### config.mk
export PLATFORM = sky130hd
export DESIGN_NAME = v810_bus_wait_ctl
export DESIGN_NICKNAME = d
export VERILOG_FILES = /design/src/rtl/v810_bus_wait_ctl.sv
export SDC_FILE = /design/constraint.sdc
export NUM_CORES = 1
export LEC_CHECK = 0
export BUFFER_PORTS_ARGS = -buffer_cell sky130_fd_sc_hd__buf_2
export CORE_AREA = 2 2 66 68
export CTS_BUF_LIST = sky130_fd_sc_hd__clkbuf_4 sky130_fd_sc_hd__clkbuf_8
export DETAILED_ROUTE_END_ITERATION = 16
export DIE_AREA = 0 0 68 70
export PLACE_DENSITY_LB_ADDON = 0.2
export SYNTH_ARGS = -nofsm -noshare
export SYNTH_HDL_FRONTEND = slang
export SYNTH_SLANG_ARGS = --single-unit
### constraint.sdc
create_clock -name CLK -period 5 [get_ports CLK]
set_input_delay 1 -clock CLK [delete_from_list [all_inputs] [get_ports CLK]]
set_output_delay 1 -clock CLK [all_outputs]
set_load 0.02 [all_outputs]
### src/rtl/v810_bus_wait_ctl.sv
// v810_bus_wait_ctl
// Wait-state and bus-sizing controller for a V810-style external bus.
// A cycle starts with BCYSTn low (T1). Its wait-state count WS and 16-bit
// flag W16 come from a small configuration table selected by cycle class:
// memory region A[31:30] (entries 0-3), I/O space (entry 4), or acknowledge
// cycles, which are always zero-wait and 32-bit. The data phase (DAn low)
// lasts WS+1 enabled clocks; READYn is pulled low in the last one.
// A data phase may also begin without a T1 (DAn low in IDLE with
// BCYSTn high); the class is then decoded from the live bus signals.
//
// Ports
//   CLK, RESn       clock, asynchronous active-low reset
//   CE              clock enable; nothing advances on an edge with CE=0
//   A, ST, MRQn     address, bus status, memory request (class decode)
//   DAn, BCYSTn     data strobe, bus cycle start
//   READYn, SZRQn   data-phase termination and 16-bit size request
//   BUSY            high while a cycle is in ADDR or DATA
//   CFG_WE/SEL/WD   configuration write port, {W16, WS[2:0]} per entry
//   CFG_RD          combinational read of the selected entry
module v810_bus_wait_ctl (
  input  logic        CLK,
  input  logic        RESn,
  input  logic        CE,
  input  logic [31:0] A,
  input  logic [1:0]  ST,
  input  logic        MRQn,
  input  logic        DAn,
  input  logic        BCYSTn,
  output logic        READYn,
  output logic        SZRQn,
  output logic        BUSY,
  input  logic        CFG_WE,
  input  logic [2:0]  CFG_SEL,
  input  logic [3:0]  CFG_WD,
  output logic [3:0]  CFG_RD
);

  localparam logic [1:0] ST_IDLE = 2'd0;
  localparam logic [1:0] ST_ADDR = 2'd1;
  localparam logic [1:0] ST_DATA = 2'd2;

  logic [1:0] r_state;
  logic [2:0] r_cnt;
  logic       r_w16l;
  logic [3:0] r_cfg [0:4];

  logic [2:0] w_ws;
  logic       w_w16;
  logic       w_dphase;
  logic       w_bypass;
  logic       w_cnt_zero;
  logic       w_unused_addr;

  // Only the region bits of the address take part in decoding.
  assign w_unused_addr = ^A[29:0];

  // Class decode from the live bus signals. I/O wins over acknowledge,
  // which cannot overlap anyway since I/O has ST[0]=0.
  always_comb begin
    w_ws  = 3'd0;
    w_w16 = 1'b0;
    if (MRQn && (ST == 2'b10)) begin
      {w_w16, w_ws} = r_cfg[4];
    end else if (MRQn && ST[0]) begin
      w_ws  = 3'd0;
      w_w16 = 1'b0;
    end else begin
      {w_w16, w_ws} = r_cfg[{1'b0, A[31:30]}];
    end
  end

  // ADDR with DAn low is treated exactly like DATA.
  assign w_dphase   = ((r_state == ST_ADDR) || (r_state == ST_DATA)) && !DAn;
  assign w_bypass   = (r_state == ST_IDLE) && !DAn && BCYSTn;
  assign w_cnt_zero = (r_cnt == 3'd0);

  // A zero-wait bypass cycle terminates in the same clock, straight from
  // the decoded entry, without ever leaving IDLE.
  assign READYn = !((w_dphase && w_cnt_zero) ||
                    (w_bypass && (w_ws == 3'd0)));
  assign SZRQn  = !((w_dphase && w_cnt_zero && r_w16l) ||
                    (w_bypass && (w_ws == 3'd0) && w_w16));
  assign BUSY   = (r_state != ST_IDLE);

  always_comb begin
    CFG_RD = 4'd0;
    if (CFG_SEL <= 3'd4) begin
      CFG_RD = r_cfg[CFG_SEL];
    end
  end

  always_ff @(posedge CLK or negedge RESn) begin
    if (!RESn) begin
      for (int i = 0; i < 5; i++) begin
        r_cfg[i] <= 4'b0111;
      end
    end else if (CE && CFG_WE && (CFG_SEL <= 3'd4)) begin
      r_cfg[CFG_SEL] <= CFG_WD;
    end
  end

  // BCYSTn is only honoured in IDLE or on the terminating edge; elsewhere
  // it is a protocol error and is ignored. DAn high freezes ADDR/DATA.
  always_ff @(posedge CLK or negedge RESn) begin
    if (!RESn) begin
      r_state <= ST_IDLE;
      r_cnt   <= 3'd0;
      r_w16l  <= 1'b0;
    end else if (CE) begin
      case (r_state)
        ST_IDLE: begin
          if (!BCYSTn) begin
            r_cnt   <= w_ws;
            r_w16l  <= w_w16;
            r_state <= ST_ADDR;
          end else if (w_bypass && (w_ws != 3'd0)) begin
            // This clock already counts as the first data cycle.
            r_cnt   <= w_ws - 3'd1;
            r_w16l  <= w_w16;
            r_state <= ST_DATA;
          end
        end
        ST_ADDR, ST_DATA: begin
          if (!DAn) begin
            if (w_cnt_zero) begin
              if (!BCYSTn) begin
                r_cnt   <= w_ws;
                r_w16l  <= w_w16;
                r_state <= ST_ADDR;
              end else begin
                r_state <= ST_IDLE;
              end
            end else begin
              r_cnt   <= r_cnt - 3'd1;
              r_state <= ST_DATA;
            end
          end
        end
        default: r_state <= ST_IDLE;
      endcase
    end
  end

endmodule
==> results.toml <==
[run_status]
status = "finished, final reports clean"

[final_layout]
drive_above_1_share_pct = 43.2
antenna_cells = 0
nFillCells = 399
layout.nets = 231
area_growth_pct = 12.2

[clock_tree]
path_clk_slew_ns = 0.08
ctsRootBufferMaster = "clkbuf_8"
clockBufferDepth = 2
postCtsHoldBufs = 0
post_cts_buffers = 0
cts_tree = "done"
clock-sinks = 26
clk_latency_ns = 0.27
cts-resized-gates = 0
numCtsBuffers = 3
htreeDepth = 1

[synthesis]
async_flop_share_pct = 100
yosys-top-cells-area = "dfstp_2 23%, dfrtp_1 16%, mux2_2 15%"
netlist.area_leader.share_pct = 23.3
syn_area_mm2 = 0.00169
synthCells = 153
yosys_warnings = 0
synth.distinct_cells = 40
synth-edff-count = 0
synth_nets = 207
synth_top_flop_cell = "dfstp_2"
ys_seq_elements = 26
avgSynthCellArea_um2 = 11.1
ys_seq_area_share_pct = 39.6
synth_top_area_cell = "dfstp_2"

[sta]
clock.fmax_mhz = 261
slew_headroom_pct = 57.6
setup_tns_ns = 0
fin_crit_ns = 3.83
rsz0062_at_grt = "no"
maxSlewViolCount = 0
fin_crit_sh_pct = 76.6
setup_violations = 0
clock_skew_ns = 0.00134
whs_ns = 0.513
max_slew.worst_pin.slew_ns = 0.631
hold_viol_final = 0

[floorplan]
die_area_mm2 = 0.00476
die_y_um = 70
rows = 24
ios = 55
core-area_mm2 = 0.00414
dieWidth_um = 68
start_util_pct = 40.8

[worst_setup_path]
r2r_slack_ns = 2.43
end_kind = "primary output"
worstPathRequired_ns = 4.00
cp_max_fo = 4
setup.worst_path.start = "A[30]"
critPathKind = "in2out"
worstReg2RegStart = "r_cfg[4]"
worst_r2r_path_depth = 8
start_kind = "input port"
arrival_ns = 2.83
r2r-end = "r_cnt[1]"
cp-endpoint = "READYn"

[placed_design]
dp_hpwl_mm = 2.78
io_buffers = 24
routabilityCongestion = 0.778

[drt]
routed_wl_mm = 3.68
first_pass_iters = 4
wl_per_cell_um = 16.1
drt_iter0_drc = 23
vias_per_cell = 5.65
drc = 0
num_vias = 1289
postRouteAntennaNets = 0

[global_routing]
grt_pass1_vias = 1316
gr-usage-all-layers_pct = 17.2
grt_pass1_wl_mm = 6.29
globalRouteOverflowTotal = 0
grt_max_degree = 27
grt_antenna_before_repair = 0

[run]
maxCapViolations = 0

[power]
vdd_ir_drop_max_v = 0.000168
p_per_area_mw_per_mm2 = 436
p_leak_nw = 0.797

[min_path]
hold_class = "reg2reg"
==> power breakdown <==
group | leakage [nW] | internal [mW] | switching (mW) | total, mW
clock network | 0.0262 | 0.0625 | 0.0647 | 0.127
registers | 0.291 | 0.293 | 0.0442 | 0.337
logic | 0.480 | 0.173 | 0.191 | 0.364
==> worst max-delay path: stages <==
cell     delay (ns)
buf_2          0.16
mux4_2         0.52
a22oi_1        0.23
ha_1           0.20
ha_1           0.19
a31oi_1        0.09
or2_2          0.28
buf_2          0.16
==> worst min-delay path by stage <==
stage                     slack [ns]  cells past startpoint    endpoint       start
after global placement          0.50                      2  r_state[0]  r_state[0]
after global routing            0.55                      1    r_cnt[1]    r_cnt[1]
after CTS                       0.52                      1    r_cnt[1]    r_cnt[1]
final                           0.51                      1    r_cnt[1]    r_cnt[1]
after floorplan                 0.47                      2  r_state[0]  r_state[0]
after detailed placement        0.50                      1    r_cnt[1]    r_cnt[1]
==> layout by cell type, fill, tap and decap left out, types with 2 or more instances in the layout <==
master,instances
o21ai_0,7
o22ai_1,4
nor2_1,11
dfstp_2,15
clkbuf_8,3
nand2b_1,2
nand3_1,2
dfrtp_1,11
nand4_1,2
mux4_1,2
mux2i_1,7
o21a_1,2
nor4_2,2
mux4_2,2
inv_1,8
nand2_1,10
ha_1,6
mux2_2,23
a31oi_1,2
nor2b_1,2
buf_2,24
a22oi_1,3
a21oi_1,7
a21o_1,2
==> through the flow <==
step	instance area [µm²]	instances	setup slack [ns]	power (mW)	util, %
2_1_floorplan	1690	153	1.59	0.617	-
3_3_place_gp	1850	224	1.18	0.693	44.6
3_5_place_dp	1850	224	1.16	0.708	44.6
4_1_cts	1900	228	1.16	0.837	45.8
5_1_grt	1900	228	1.06	0.895	45.8
6_report	1900	228	1.17	0.828	45.8
==> cells in the mapped netlist (2+ instances only) <==
cell type,instances
mux2_2,23
dfstp_2,15
dfrtp_1,11
nor2_1,11
nand2_1,10
inv_1,8
a21oi_1,7
mux2i_1,7
o21ai_0,7
ha_1,6
buf_2,4
o22ai_1,4
a22oi_1,3
a21o_1,2
a31oi_1,2
mux4_1,2
mux4_2,2
nand2b_1,2
nand3_1,2
nand4_1,2
nor2b_1,2
nor4_2,2
o21a_1,2
==> flip-flops by register name, indices dropped and copies added (netlist names) <==
register / count
r_cnt: 3
r_cfg: 20
r_w16l: 1
r_state: 2
==> logic make-up (layout without fill, tap and decap cells) <==
family,count (synthesis),in the layout,synth area share (%)
flops,26,26,39.6
compound gates,35,35,14.2
buf+inv,13,36,3.40
fa+ha+maj,6,6,4.44
mux,34,34,25.2
xor+xnor,1,1,0.518
simple gates,38,38,12.6
==> final cells by class <==
cell class | count | area [µm²] | share of cell area (%)
Multi-Input combinational cell | 114 | 965 | 50.8
Sequential cell | 26 | 669 | 35.3
Timing Repair Buffer | 24 | 120 | 6.33
Tap cell | 52 | 65.1 | 3.43
Clock buffer | 4 | 48.8 | 2.57
Inverter | 8 | 30.0 | 1.58
==> metal layers <==
| metal | up-vias | routed length, µm | global-route usage (%) | part of all wire [%] |
|---|---|---|---|---|
| li1 | 614 | - | - | - |
| met1 | 622 | 1620 | 22.8 | 44 |
| met2 | 45 | 1750 | 27.6 | 48 |
| met3 | 8 | 215 | 2.90 | 5.8 |
| met4 | 0 | 87 | 6.89 | 2.4 |
| met5 | - | 0 | 0 | 0 |
(Power assumes the default switching activity.)
